===== src/rtl/seq_alu_pkg.sv =====
// Shared types for the sequential ALU: opcodes, controller states and the
// multiply/divide engine mode, plus the iteration-counter sizing helper.
package seq_alu_pkg;

  typedef enum logic [2:0] {
    OP_ADD = 3'd0,
    OP_SUB = 3'd1,
    OP_AND = 3'd2,
    OP_OR  = 3'd3,
    OP_XOR = 3'd4,
    OP_NOT = 3'd5,
    OP_MUL = 3'd6,
    OP_DIV = 3'd7
  } op_e;

  typedef enum logic [1:0] {
    ST_IDLE = 2'd0,
    ST_EXEC = 2'd1,
    ST_DONE = 2'd2
  } state_e;

  typedef enum logic {
    MD_MUL = 1'b0,
    MD_DIV = 1'b1
  } md_mode_e;

  // Counter must hold the value W itself, hence clog2(W+1).
  function automatic int cnt_width(input int w);
    return $clog2(w + 1);
  endfunction

endpackage


===== src/rtl/seq_alu_muldiv.sv =====
// Iterative W-step engine: shift-add multiply or restoring divide.
// done is high during the final step; result is that step's outcome.
module seq_alu_muldiv
  import seq_alu_pkg::*;
#(
  parameter int W = 4
) (
  input  logic           clk,
  input  logic           rst_n,
  input  logic           start,
  input  md_mode_e       mode,
  input  logic [W-1:0]   a,
  input  logic [W-1:0]   b,
  output logic           done,
  output logic [2*W-1:0] result
);

  localparam int CW = cnt_width(W);

  logic          busy_reg;
  md_mode_e      mode_reg;
  logic [W-1:0]  opnd_reg;
  logic [W-1:0]  hi_reg;
  logic [W-1:0]  lo_reg;
  logic [CW-1:0] cnt_reg;

  logic [W-1:0]  hi_next;
  logic [W-1:0]  lo_next;
  logic [W:0]    mul_sum;
  logic [W:0]    div_shift;
  logic          div_ge;

  // MUL: hi/lo form the product shift register, lo starts as the multiplier.
  // DIV: hi is the partial remainder, lo shifts dividend out / quotient in.
  assign mul_sum   = {1'b0, hi_reg} + (lo_reg[0] ? {1'b0, opnd_reg} : '0);
  assign div_shift = {hi_reg, lo_reg[W-1]};
  assign div_ge    = (div_shift >= {1'b0, opnd_reg});

  always_comb begin
    hi_next = hi_reg;
    lo_next = lo_reg;
    if (mode_reg == MD_MUL) begin
      hi_next = mul_sum[W:1];
      lo_next = {mul_sum[0], lo_reg[W-1:1]};
    end else begin
      // The true difference is below the divisor, so W-bit arithmetic is exact.
      hi_next = div_ge ? (div_shift[W-1:0] - opnd_reg) : div_shift[W-1:0];
      lo_next = {lo_reg[W-2:0], div_ge};
    end
  end

  assign done   = busy_reg && (cnt_reg == CW'(1));
  assign result = {hi_next, lo_next};

  always_ff @(posedge clk) begin
    if (!rst_n) begin
      busy_reg <= 1'b0;
      mode_reg <= MD_MUL;
      opnd_reg <= '0;
      hi_reg   <= '0;
      lo_reg   <= '0;
      cnt_reg  <= '0;
    end else if (start && !busy_reg) begin
      busy_reg <= 1'b1;
      mode_reg <= mode;
      opnd_reg <= (mode == MD_MUL) ? a : b;
      hi_reg   <= '0;
      lo_reg   <= (mode == MD_MUL) ? b : a;
      cnt_reg  <= CW'(W);
    end else if (busy_reg) begin
      hi_reg  <= hi_next;
      lo_reg  <= lo_next;
      cnt_reg <= cnt_reg - CW'(1);
      if (cnt_reg == CW'(1)) begin
        busy_reg <= 1'b0;
      end
    end
  end

endmodule


===== src/rtl/seq_alu.sv =====
// Sequential ALU with valid/ready handshakes. Single-cycle ops finish in one
// cycle; MUL and non-trivial DIV run W iterations in seq_alu_muldiv.
module seq_alu
  import seq_alu_pkg::*;
#(
  parameter int W = 4
) (
  input  logic           clk,
  input  logic           rst_n,
  input  logic           in_valid,
  output logic           in_ready,
  input  logic [W-1:0]   a,
  input  logic [W-1:0]   b,
  input  logic [2:0]     op,
  output logic           out_valid,
  input  logic           out_ready,
  output logic [2*W-1:0] result,
  output logic           zero,
  output logic           carry,
  output logic           dz
);

  state_e         state_reg, state_next;
  logic [2*W-1:0] result_reg, result_next;
  logic           zero_reg, zero_next;
  logic           carry_reg, carry_next;
  logic           dz_reg, dz_next;

  op_e            op_cur;
  logic [W:0]     add_sum;
  logic [2*W-1:0] sub_diff;
  logic [W-1:0]   and_w, or_w, xor_w;
  logic [2*W-1:0] quick_result;
  logic           quick_carry;
  logic           quick_dz;
  logic           needs_iter;

  logic           md_start;
  md_mode_e       md_mode;
  logic           md_done;
  logic [2*W-1:0] md_result;

  assign op_cur   = op_e'(op);
  assign add_sum  = {1'b0, a} + {1'b0, b};
  assign sub_diff = {{W{1'b0}}, a} - {{W{1'b0}}, b};

  for (genvar gi = 0; gi < W; gi++) begin : g_logic
    assign and_w[gi] = a[gi] & b[gi];
    assign or_w[gi]  = a[gi] | b[gi];
    assign xor_w[gi] = a[gi] ^ b[gi];
  end

  always_comb begin
    quick_result = '0;
    quick_carry  = 1'b0;
    quick_dz     = 1'b0;
    case (op_cur)
      OP_ADD: begin
        quick_result = {{(W-1){1'b0}}, add_sum};
        quick_carry  = add_sum[W];
      end
      OP_SUB: begin
        quick_result = sub_diff;
        quick_carry  = (a < b);
      end
      OP_AND:  quick_result = {{W{1'b0}}, and_w};
      OP_OR:   quick_result = {{W{1'b0}}, or_w};
      OP_XOR:  quick_result = {{W{1'b0}}, xor_w};
      OP_NOT:  quick_result = {~b, ~a};
      OP_DIV:  quick_dz     = (b == '0);
      default: quick_result = '0;
    endcase
  end

  // Divide-by-zero short-circuits to DONE with a zero result.
  assign needs_iter = (op_cur == OP_MUL) || ((op_cur == OP_DIV) && (b != '0));
  assign md_mode    = (op_cur == OP_DIV) ? MD_DIV : MD_MUL;

  always_comb begin
    state_next  = state_reg;
    result_next = result_reg;
    zero_next   = zero_reg;
    carry_next  = carry_reg;
    dz_next     = dz_reg;
    md_start    = 1'b0;
    case (state_reg)
      ST_IDLE: begin
        if (in_valid) begin
          if (needs_iter) begin
            state_next = ST_EXEC;
            md_start   = 1'b1;
          end else begin
            state_next  = ST_DONE;
            result_next = quick_result;
            zero_next   = (quick_result == '0);
            carry_next  = quick_carry;
            dz_next     = quick_dz;
          end
        end
      end
      ST_EXEC: begin
        if (md_done) begin
          state_next  = ST_DONE;
          result_next = md_result;
          zero_next   = (md_result == '0);
          carry_next  = 1'b0;
          dz_next     = 1'b0;
        end
      end
      ST_DONE: begin
        // Return through IDLE so a new request can never overlap a handshake.
        if (out_ready) begin
          state_next  = ST_IDLE;
          result_next = '0;
          zero_next   = 1'b0;
          carry_next  = 1'b0;
          dz_next     = 1'b0;
        end
      end
      default: begin
        state_next  = ST_IDLE;
        result_next = '0;
        zero_next   = 1'b0;
        carry_next  = 1'b0;
        dz_next     = 1'b0;
      end
    endcase
  end

  always_ff @(posedge clk) begin
    if (!rst_n) begin
      state_reg  <= ST_IDLE;
      result_reg <= '0;
      zero_reg   <= 1'b0;
      carry_reg  <= 1'b0;
      dz_reg     <= 1'b0;
    end else begin
      state_reg  <= state_next;
      result_reg <= result_next;
      zero_reg   <= zero_next;
      carry_reg  <= carry_next;
      dz_reg     <= dz_next;
    end
  end

  seq_alu_muldiv #(
    .W(W)
  ) u_muldiv (
    .clk    (clk),
    .rst_n  (rst_n),
    .start  (md_start),
    .mode   (md_mode),
    .a      (a),
    .b      (b),
    .done   (md_done),
    .result (md_result)
  );

  assign in_ready  = (state_reg == ST_IDLE);
  assign out_valid = (state_reg == ST_DONE);
  assign result    = result_reg;
  assign zero      = zero_reg;
  assign carry     = carry_reg;
  assign dz        = dz_reg;

endmodule


===== config.mk =====
export PLATFORM = sky130hd
export DESIGN_NAME = seq_alu
export DESIGN_NICKNAME = d
export VERILOG_FILES = /design/src/rtl/seq_alu_pkg.sv /design/src/rtl/seq_alu_muldiv.sv /design/src/rtl/seq_alu.sv
export SDC_FILE = /design/constraint.sdc
export NUM_CORES = 1
export LEC_CHECK = 0
export ABC_AREA = 1
export ABC_CLOCK_PERIOD_IN_PS = 5000
export BUFFER_PORTS_ARGS = -buffer_cell sky130_fd_sc_hd__buf_2
export CORE_ASPECT_RATIO = 1.2
export CORE_MARGIN = 5
export CORE_UTILIZATION = 50
export CTS_BUF_LIST = sky130_fd_sc_hd__clkbuf_4 sky130_fd_sc_hd__clkbuf_8
export DETAILED_ROUTE_END_ITERATION = 8
export GPL_ROUTABILITY_DRIVEN = 0
export PLACE_DENSITY = 0.7
export SYNTH_ARGS = -nofsm -noshare
export SYNTH_HDL_FRONTEND = slang
export SYNTH_SLANG_ARGS = --single-unit

===== constraint.sdc =====
create_clock -name clk -period 5 [get_ports clk]
set_input_delay 0.25 -clock clk [delete_from_list [all_inputs] [get_ports clk]]
set_output_delay 0.25 -clock clk [all_outputs]
set_load 0.05 [all_outputs]

; Word level (Yosys, flattened, before mapping)
; Cells that the tools add are included.
; W data, S select, Z words.
[word_totals]
output_inout_bits = 13
regBits = 30
[op_classes]
n_lt_le_gt_ge = 2
reduce_logical = 15
n_eq_ne = 14
muxes = 42
bitwise = 15
n_addsub = 5
[ops]
columns = operator, count
row1 = $pmux W8 S6, 1
row2 = $mux W4, 8
row3 = $mux W8, 4
row4 = $pmux W8 S3, 1
row5 = $mux W1, 17
row6 = $logic_not A8 Y1, 2
row7 = $eq A3 B3 Y1 const B, 4
row8 = $pmux W1 S3, 3
row9 = $mux W2, 4
row10 = $not A4 Y4, 2
row11 = $eq A3 B1 Y1 const B, 2
row12 = $eq A3 B2 Y1 const B, 2
row13 = $mux W3, 2
row14 = $ne A2 B2 Y1 const B, 3
row15 = $pmux W2 S3, 1
row16 = $add A4 B4 Y5, 1
row17 = $add A4 B5 Y5, 1
row18 = $ge A5 B4 Y1, 1
row19 = $sub A4 B4 Y5, 1
row20 = $and A1 B1 Y1, 4
row21 = $logic_not A4 Y1, 1
row22 = $lt A4 B4 Y1, 1
row23 = $or A1 B1 Y1, 4
row24 = $reduce_and A4 Y1, 1
row25 = 17 further kinds, 22

; Depth between registers and ports, before layout
[logic_depth]
word_depth = 8
depth_mapped = 15

; By module
; Synthesis repeated with hierarchy kept, for this count alone.
[hier_totals]
cells_unflattened = 396
area_unflattened_um2 = 2617.5
[modules_own_cells]
columns = module, area_per_inst_um2, cells_per_inst, n_inst
row1 = seq_alu, 1312.5, 209, 1
row2 = seq_alu_muldiv, 1305.0, 187, 1

; Worst setup path before layout
; OpenSTA, ideal clock, no wires.
[synth_timing]
path_type = reg2reg
start = register u_muldiv.lo_reg[0]
end = register zero_reg (netlist: zero)
period_less_slack_ns = 1.749
setup_ns = 0.118
path_buffers = 0
required_time_ns = 4.882
arrival_time_ns = 1.632
setup_slack_ns = 3.251
path_stages_with_launch = 13
path_cell_list = dfxtp_1 nand2_1 inv_1 ha_1 inv_1 fa_1 xor2_1 nand2_1 nand3_1 nand3_1 nor2_1 nor2_1 nor2_1
[synth_via]
elab_chain_cells = 6
elab_cells_between_ends = 7
classes_between = add/sub (1) / mux (5) / reduce/logical (1)
[synth_lines]
columns = element, line
row1 = start: declaration, seq_alu_muldiv.sv:24  ; logic [W-1:0] lo_reg;
row2 = start signal: assignment, seq_alu_muldiv.sv:68  ; lo_reg <= (mode == MD_MUL) ? b : a;
row3 = start signal: assignment, seq_alu_muldiv.sv:72  ; lo_reg <= lo_next;
row4 = $mux W4, seq_alu_muldiv.sv:35  ; assign mul_sum = {1'b0, hi_reg} + (lo_reg[0] ? {1'b0, opnd_reg} : '0);
row5 = $add A4 B5 Y5, seq_alu_muldiv.sv:35
row6 = $mux W4, seq_alu_muldiv.sv:42  ; if (mode_reg == MD_MUL) begin
row7 = $logic_not A8 Y1 *, seq_alu.sv:105  ; zero_next = (md_result == '0);
row8 = $mux W1 *, seq_alu.sv:102  ; if (md_done) begin
row9 = $pmux W1 S3 *, seq_alu.sv:86  ; case (state_reg)
row10 = end signal: assignment, seq_alu.sv:140  ; zero_reg <= zero_next;
row11 = end: declaration, seq_alu.sv:25  ; logic zero_reg, zero_next;
; Mark *: on every way between the ends. The rest lies on a longest branch, timed or not. The select of a mux whose other input is x is not followed.
; A chain may end at the register's enable or synchronous reset.

; Worst setup path after layout
[layout_timing]
start = register u_muldiv.busy_reg
end = register zero_reg (netlist: zero)
[layout_via]
elab_chain_cells = 3
[layout_lines]
columns = element, line
row1 = start: declaration, seq_alu_muldiv.sv:20  ; logic busy_reg;
row2 = start signal: assignment, seq_alu_muldiv.sv:57  ; busy_reg <= 1'b0;
row3 = start signal: assignment, seq_alu_muldiv.sv:64  ; busy_reg <= 1'b1;
row4 = start signal: assignment, seq_alu_muldiv.sv:75  ; busy_reg <= 1'b0;
row5 = $logic_and A1 B1 Y1, seq_alu_muldiv.sv:52  ; assign done = busy_reg && (cnt_reg == CW'(1));
row6 = $ne A2 B2 Y1 (no line), -
row7 = $reduce_and A4 Y1 (no line), -
; Every way passes these cells.

==> metrics <==
Total Routed Length 6.51 mm; Synth area leader dfxtp_1; status completed; Static Leak 1.45 nW; maximum VDD drop ~0.19 mV; Comb power frac between 30 and 40%; Max Freq 0.455 GHz; clock share of power between 20 and 30%; gr ovfl total 0; DIE WIDTH ~76 um; post-synthesis sequential area ratio between 20% and 30%; area of the core around 0.0050 mm2; final setup violating endpoints 0; FFs w/ async S/R, synth 0%; root buf cell clkbuf_8; synth top area cells dfxtp_1, nand2_1, ha_1, inv_1, a21oi_1; clk slew on worst S/H paths 0.07 ns; maxcap violations 0; dpl ws 2.81 ns; hold buffers post-CTS 0; Post-Synthesis Cell Area 0.00259 mm2; 1st-iter DRT viols ~140; DP Cell Count approximately 470; Final Cell Area 0.00285 mm2; CTS tree built; Power Total 864 uW; minimum clock period approximately 2.2 ns; pwr dens 303 mW/mm2; Critical Path End Type register; Yosys top cell area share 23.2%; count leader, synth nand2_1; Distinct cells, synth 43; DIE HEIGHT between 80 and 90 um; Crit path top cell by count nand2_2; Ports 28; list of most frequent post-synthesis cells nand2_1, inv_1, a21oi_1; syn_nets between 400 and 500; Finished Layout Cells 476; final core utilization 57.3%; vias in the first global route 2418; IO buf count 27; Worst Hold Slack just under 0.3 ns; post-route ant nets 0; worst skew pair latency between 0.2 and 0.3 ns; Resized cells post-CTS 0; kind of critical path reg2reg; Sinks on Clock Net 30; Mean Syn Cell Area ~6.6 um2; clock tree buffer depth 2; Site Rows 28; Placement Cell Area 0.00274 mm2; Area Growth Syn to Fin 9.89%; # Post-CTS Setup Buffers 0; Worst Path Max Fanout 16; slowest CP cell dfxtp_1; Syn Inst Count 392; Final TNS setup 0 ns; CTS H-tree lvls 2; initial core utilization 52.1%; CP peak stage delay 0.88 ns; DR vias around 2500; Final WS setup approximately 2.8 ns; Fillers approximately 520; fin. max-slew vios 0; number of antenna violations at the first check in global routing 0; # diodes 0; GR Util All Layers 21.9%; crit-path cells inv_4 -> nor2_4 -> nand2_2 -> nand2_2 -> nand2_2 -> nor2_4 -> inv_2 -> nor2_8 -> inv_2 -> o21bai_1 -> nor2_1 -> nor2_1; first-pass GRT wire length 11.1 mm; EDFF count, synth 0; Setup crit start kind register; Via-to-Cell Ratio 5.34; RSZ-0062 raised after global routing no; Bufs and invs on worst path 3; Reg power frac 34.1%; Net Sw Frac 39.7%; Synth Flop Type dfxtp_1; critical path's top delay family flip-flops; drc violations 0; Worst EP arrival 2.37 ns; largest net degree at the start of global routing 22; max reg flops 8; Inserted Clock Buffers 5; DP HPWL 5.37 mm; number of synthesis warnings 0; DR WL/cell 13.7 um; share of cells above drive strength 1 16.1%; drt pass-1 iters 4; Hold Fails Final Rpt 0; Slew @ Worst Pin between 0.8 and 0.9 ns; P_int 521 uW; #FFs+latches synth 30; Tcrit/Tclk final a little over two fifths; max_slew headroom between 40 and 50%; P_sw 343 uW; Nets 457; Critical Path RT between 5 and 6 ns; HP Class in2reg; Clock Skews 0.00806 ns; die area 0.00673 mm2
-- metal layers --
metal,vias up,GRT usage [%],wire length (um)
met4,0,12.1,263
met5,-,0,0
met1,1139,24.2,2670
met2,56,39.7,3400
li1,1329,-,-
met3,18,2.73,168
-- cell type report --
type | instances | area [um2] | area share (%)
clock inverters | 1 | 30.0 | 1.05
inverters | 59 | 231 | 8.12
flip-flops and latches | 30 | 601 | 21.1
clock buffers | 7 | 83.8 | 2.94
repair buffers | 27 | 135 | 4.74
multi-input cells | 292 | 1690 | 59.4
well taps | 60 | 75.1 | 2.64
-- cells by family after synthesis --
logic type      share of synthesized area, %
simple gates                            32.7
buf+inv                                 11.5
fa+ha+maj                               14.2
compound gates                          17.4
flops                                   23.2
xor+xnor                                1.01
-- cell usage in the layout, fill, tap and decap left out, types with 2 or more instances in the layout --
| master | instances |
|---|---|
| inv_1 | 49 |
| inv_4 | 2 |
| a21oi_2 | 3 |
| nor2_2 | 2 |
| o21ai_2 | 3 |
| o21ai_0 | 25 |
| fa_1 | 4 |
| nand4_1 | 10 |
| nor2_4 | 3 |
| nor2_8 | 2 |
| nor3_1 | 2 |
| a22oi_1 | 2 |
| clkbuf_4 | 2 |
| inv_2 | 6 |
| dfxtp_1 | 30 |
| buf_2 | 27 |
| a31oi_1 | 2 |
| ha_1 | 23 |
| nand3_1 | 29 |
| nand2_2 | 5 |
| xor2_1 | 2 |
| nand2_1 | 95 |
| clkbuf_8 | 5 |
| nor2_1 | 29 |
| a21oi_1 | 31 |
| o21ai_1 | 7 |
-- worst paths after layout --
kind                                         start                           endpoint  slack [ns]  depth (start not counted)
setup reg to reg      u_muldiv.busy_reg$_SDFF_PN0_                  zero$_SDFFE_PN0P_        2.80                         12
hold / removal                                b[0]  u_muldiv.opnd_reg[0]$_SDFFE_PN0P_        0.29                          3
setup / recovery      u_muldiv.busy_reg$_SDFF_PN0_                  zero$_SDFFE_PN0P_        2.80                         12
hold reg to reg   u_muldiv.cnt_reg[1]$_SDFFE_PP0P_   u_muldiv.cnt_reg[1]$_SDFFE_PP0P_        0.47                          2
-- power by group through the flow --
stage / sequential (mW) / clock [mW] / combinational [mW]
global route: 0.298 / 0.265 / 0.359
finish: 0.294 / 0.250 / 0.320
global placement: 0.299 / 0 / 0.318
CTS: 0.294 / 0.254 / 0.322
detailed placement: 0.299 / 0 / 0.320
floorplan: 0.339 / 0 / 0.208
-- worst reg2reg max path, cell delays in order (launching register included) --
cell and delay, ns:
dfxtp_1 0.88, inv_4 0.11, nor2_4 0.11, nand2_2 0.06, nand2_2 0.06, nand2_2 0.07
nor2_4 0.11, inv_2 0.08, nor2_8 0.18, inv_2 0.12, o21bai_1 0.17, nor2_1 0.10
nor2_1 0.04
Note: power is estimated with default switching activity, not from simulation.
